**src/rtl/gray_counter_param.sv**
```systemverilog
// Parametrised Gray-code counter: binary state register with a registered Gray
// image, up/down counting, clear, Gray-coded load, and wrap or saturate limits.
module gray_counter_param #(
  parameter int unsigned WIDTH = 4,
  parameter bit          WRAP  = 1'b1
) (
  input  logic             clk,
  input  logic             reset,
  input  logic             clr,
  input  logic             load,
  input  logic [WIDTH-1:0] load_gray,
  input  logic             en,
  input  logic             up,
  output logic [WIDTH-1:0] gray_count,
  output logic [WIDTH-1:0] bin_count,
  output logic             wrapped,
  output logic             at_limit
);

  localparam logic [WIDTH-1:0] ALL_ONES = '1;

  logic [WIDTH-1:0] bin_q;
  logic [WIDTH-1:0] gray_q;
  logic             wrap_q;
  logic [WIDTH-1:0] load_bin;
  logic [WIDTH-1:0] nxt_bin;
  logic             nxt_wrap;

  // Gray to binary: each binary bit is the XOR of all Gray bits at or above it.
  always_comb begin
    load_bin = load_gray;
    for (int unsigned i = 1; i < WIDTH; i++) begin
      load_bin[WIDTH-1-i] = load_bin[WIDTH-i] ^ load_gray[WIDTH-1-i];
    end
  end

  always_comb begin
    nxt_bin  = bin_q;
    nxt_wrap = 1'b0;
    if (clr) begin
      nxt_bin = '0;
    end else if (load) begin
      nxt_bin = load_bin;
    end else if (en) begin
      if (up) begin
        if (bin_q == ALL_ONES) begin
          if (WRAP) begin
            nxt_bin  = '0;
            nxt_wrap = 1'b1;
          end
        end else begin
          nxt_bin = bin_q + 1'b1;
        end
      end else begin
        if (bin_q == '0) begin
          if (WRAP) begin
            nxt_bin  = ALL_ONES;
            nxt_wrap = 1'b1;
          end
        end else begin
          nxt_bin = bin_q - 1'b1;
        end
      end
    end
  end

  // Gray image is registered alongside the binary value so both always agree.
  always_ff @(posedge clk or negedge reset) begin
    if (!reset) begin
      bin_q  <= '0;
      gray_q <= '0;
      wrap_q <= 1'b0;
    end else begin
      bin_q  <= nxt_bin;
      gray_q <= nxt_bin ^ (nxt_bin >> 1);
      wrap_q <= nxt_wrap;
    end
  end

  assign bin_count  = bin_q;
  assign gray_count = gray_q;
  assign wrapped    = wrap_q;
  assign at_limit   = up ? (bin_q == ALL_ONES) : (bin_q == '0);

endmodule

```
**config.mk**
```make
export PLATFORM = sky130hd
export DESIGN_NAME = gray_counter_param
export DESIGN_NICKNAME = d
export VERILOG_FILES = /design/src/rtl/gray_counter_param.sv
export SDC_FILE = /design/constraint.sdc
export NUM_CORES = 1
export LEC_CHECK = 0
export CORE_MARGIN = 5
export CORE_UTILIZATION = 40
export CTS_CLUSTER_SIZE = 14
export DETAILED_ROUTE_END_ITERATION = 8
export MAX_ROUTING_LAYER = met4
export PLACE_DENSITY_LB_ADDON = 0.15
export SLEW_MARGIN = 10
export SYNTH_ARGS = -nofsm -noshare
export SYNTH_HDL_FRONTEND = slang
export SYNTH_SLANG_ARGS = --single-unit
```
**constraint.sdc**
```tcl
create_clock -name clk -period 2.6 [get_ports clk]
set_input_delay 0.52 -clock clk [delete_from_list [all_inputs] [get_ports clk]]
set_output_delay 0.52 -clock clk [all_outputs]
set_load 0.01 [all_outputs]
```
Word-level counts from Yosys, hierarchy flattened
Index checks and enable logic that the tools add are counted.
{"block": "totals", "ff_bits": 9, "inputBits": 10}
{"block": "op_classes", "add_sub_neg": 2, "eq_ne": 1, "mux": 13, "bitwise_logic": 4, "n_reduce_logical": 1}
{"cell": "$mux 4", "count": 6}
{"cell": "$mux 1", "count": 7}
{"cell": "$add 4x1->4 const B", "count": 1}
{"cell": "$eq 4x4->1 const B", "count": 1}
{"cell": "$logic_not 4->1", "count": 1}
{"cell": "$sub 4x1->4 const B", "count": 1}
{"cell": "$xor 4x3->4", "count": 1}
{"cell": "$xor 1x1->1", "count": 3}

Logic depth before layout (Yosys ltp)
{"block": "logic_depth", "word_depth": 7, "ltp_mapped": 7, "depth_no_buf": 7}

Worst setup path after synthesis
OpenSTA, ideal clock, no wires.
{"block": "synth_path", "kind": "flip-flop to flip-flop", "from": "register bin_q[0] (netlist: bin_count[0])", "to": "register gray_q[2] (netlist: gray_count[2])", "arrival_ps": 1566, "path_slack_ps": 954, "stages_incl_launch_ff": 8, "n_path_buf": 0, "period_less_slack_ps": 1646, "path_cell_list": "dfrtp_1 inv_1 ha_1 o21bai_1 a221oi_1 a211o_1 a221oi_2 xnor2_1"}
{"block": "synth_via", "elab_chain_len": 7, "word_cells_on_any_way": 11, "cone_classes": "2 x add/sub; 1 x eq/ne; 6 x mux; 1 x bitwise; 1 x reduce/logical"}
{"element": "start, declared", "line_no": "22", "source": "logic [WIDTH-1:0] bin_q;"}
{"element": "start signal, assigned", "line_no": "74", "source": "bin_q <= nxt_bin;"}
{"element": "$sub 4x1->4 (tied with other cells)", "line_no": "61", "source": "nxt_bin = bin_q - 1'b1;"}
{"element": "$mux 4 (on tied branches)", "line_no": "55, 46"}
{"element": "$mux 4 (*)", "line_no": "45", "source": "if (up) begin"}
{"element": "$mux 4 (*)", "line_no": "44", "source": "end else if (en) begin"}
{"element": "$mux 4 (*)", "line_no": "42", "source": "end else if (load) begin"}
{"element": "$mux 4 (*)", "line_no": "40", "source": "if (clr) begin"}
{"element": "named net nxt_bin[3]", "line_no": "26", "source": "logic [WIDTH-1:0] nxt_bin;"}
{"element": "$xor 4x3->4 (*)", "line_no": "75", "source": "gray_q <= nxt_bin ^ (nxt_bin >> 1);"}
{"element": "end signal, assigned", "line_no": "75"}
{"element": "end, declared", "line_no": "23", "source": "logic [WIDTH-1:0] gray_q;"}
Mark *: on every way through the listed nets, which the timed path passes. The rest lies on a longest branch.

Worst setup path after layout
{"block": "layout_path", "from": "input up", "to": "output at_limit"}
{"block": "layout_via", "elab_chain_len": 1}
{"element": "start, declared", "line_no": "13", "source": "input logic up,"}
{"element": "$mux 1", "line_no": "83", "source": "assign at_limit = up ? (bin_q == ALL_ONES) : (bin_q == '0);"}
{"element": "end, declared", "line_no": "17", "source": "output logic at_limit"}
No other way between the ends.

==> run metrics <==
final max-slew violation count 0; R2R cell count 7; Ports 20; share of cells above drive strength 1 0.113; GRT Overall Usage 0.134; First-pass DRT Iterations 4; Layout Nets 85; Vert. Die Dim 46.1 um; Slew @ Worst Pin 420 ps; synth unique cells 26; Worst EP arrival 1820 ps; number of synthesized flops with an enable pin 0; vias after detailed routing 452; WS Path Type input port to output port; Tmin final 2340 ps; Clock transition at path regs 50 ps; Worst slew margin 0.713; Clk Latency, worst-skew pair 260 ps; setup violators final 0; DRC Markers 0; initial antenna violation count 0; DR vias/cell 5.26; top achievable clock speed 428 MHz; MaxCap Viol Count 0; dpl hpwl 861 um; worst hold path class input port to asynchronous set/reset pin; flops & latches, synth 8; routed length per instance 12.8 um; element type at the critical path end output port; area share of the largest cell type after synthesis 0.385; Synth-to-Final Area Change 43.0%; internal power 269 uW; Finished Layout Cells 86; sequential share of the synthesized area 0.385; CP max FO 4; clock network fraction of design power 0.243; Async SR Flop Fraction 1.00; I/O Buffers 19; PD cells 511 nW/um^2; htree depth 1; combinational power share 0.352; Die Area 2120 um^2; Synth top cells by count dfrtp_1, inv_1, xor2_1; Layout Skew 6.77 ps; Die Width 46.1 um; setup bufs post-CTS 0; Resized Gates After CTS 0; Syn Area/Cell 10.4 um^2; top cells by area, synth dfrtp_1, xor2_1, xnor2_1; Antenna Nets Post-Route 0; fin crit share 0.899; Max clock buf depth 2; vias in the first global route 422; Cells after Synth 50; CTS root buf clkbuf_4; GP Congestion 0.770; Primary FF master, synth dfrtp_1; Leakage 0.000337 uW; Ys Warns 0; VDD IR-drop max 0.000449 V; global route overflow 0; # hold bufs at CTS 0; final wirelength 1100 um; clock sink count 8; cell taking the most area after synthesis dfrtp_1; largest net degree at the start of global routing 10; status complete, no violations; unrepaired setup endpoints after global routing no; CTS tree built; starting density of the core 0.410; Pwr Total 380 uW; switch share 0.294; Inserted Clock Buffers 3; P_sw 112 uW; # diodes 0; synthesized area 520 um^2; post-route cell area 744 um^2; area post-placement 722 um^2; register share of total power 0.405; core area 1270 um^2; placed cell count 83; final hold viol count 0; syn_nets 62; Sum Neg Setup Slack 0 ps; critical path required time 2080 ps; top-count cell post-synth dfrtp_1; Rows 13; DR iter-0 viols 5; first-pass GRT wire length 1820 um; CP startpoint kind input port
stage by stage:
| stage | util | hold slack [ps] | setup WS, ps |
|---|---|---|---|
| after global routing | 0.587 | 572 | 170 |
| after floorplan | - | 224 | 954 |
| final | 0.587 | 534 | 262 |
| after CTS | 0.587 | 537 | 259 |
| after global placement | 0.569 | 765 | 268 |
| after detailed placement | 0.569 | 769 | 266 |
kinds of logic after synthesis:
kind of cell,Yosys count,share of synthesized area
AOI/OAI and AO/OA,13,0.214
muxes,1,0.0192
xor gates and xnor gates,9,0.178
DFF,8,0.385
buffers and inverters,7,0.0649
and+or+nand+nor,10,0.0914
adders and majority gates,2,0.0481
layout make-up:
cell class / instances / area [um^2]
inverters: 5 / 18.8
clock buffers: 3 / 22.5
repair buffers: 20 / 198
multi-input cells: 35 / 287
fillers: 130 / 524
flip-flops and latches: 8 / 200
well taps: 15 / 18.8
cell usage in the layout, fill, tap and decap left out:
cell              n
nand3b_1          1
a2111oi_0         1
a21oi_1           3
a211oi_1          1
a221oi_1          1
nand4_1           1
xnor3_1           1
or3_1             1
xor2_1            5
o21bai_1          1
a211oi_2          1
a21oi_2           1
mux2i_1           1
a211o_1           1
dfrtp_1           8
inv_1             5
clkdlybuf4s50_1  19
nor2_1            3
nand2_1           3
o21ai_2           1
ha_1              2
xnor2_1           3
a311o_1           1
nand3_1           1
a221oi_2          1
clkbuf_4          3
buf_4             1
power by group through the flow:
stage / Combinational, uW / Sequential (uW) / Clock (uW)
2_1_floorplan: 63.1 / 162 / 0
3_3_place_gp: 134 / 156 / 0
3_5_place_dp: 135 / 156 / 0
5_1_grt: 147 / 157 / 104
4_1_cts: 136 / 154 / 96.0
6_report: 134 / 154 / 92.3
worst paths after layout:
| kind | startpoint | end | slack [ps] |
|---|---|---|---|
| worst min register to register | bin_count[3] | bin_count[3] | 770 |
| worst min-delay path | reset | gray_count[2] | 530 |
| max in group asynchronous | reset | bin_count[1] | 1810 |
| worst max-delay path | up | at_limit | 260 |
| worst max register to register | bin_count[0] | gray_count[2] | 810 |
| min in group clk | bin_count[3] | bin_count[3] | 770 |
critical path: stages:
cell and delay (ps):
clkdlybuf4s50_1 500, nand4_1 170, nand2_1 100, clkdlybuf4s50_1 530
routing by layer:
layer  GRT usage  vias to the layer above  part of all wire
met3      0.0586                        4             0.092
met5           -                        -                 0
met2       0.195                       18              0.47
met4       0.108                        0             0.033
met1       0.139                      209              0.40
li1            -                      221                 -
state kept, by name (all words and copies together) (netlist names):
| name | count |
|---|---|
| bin_count | 4 |
| gray_count | 3 |
| wrapped | 1 |
Power figures use the tool's default switching activity.
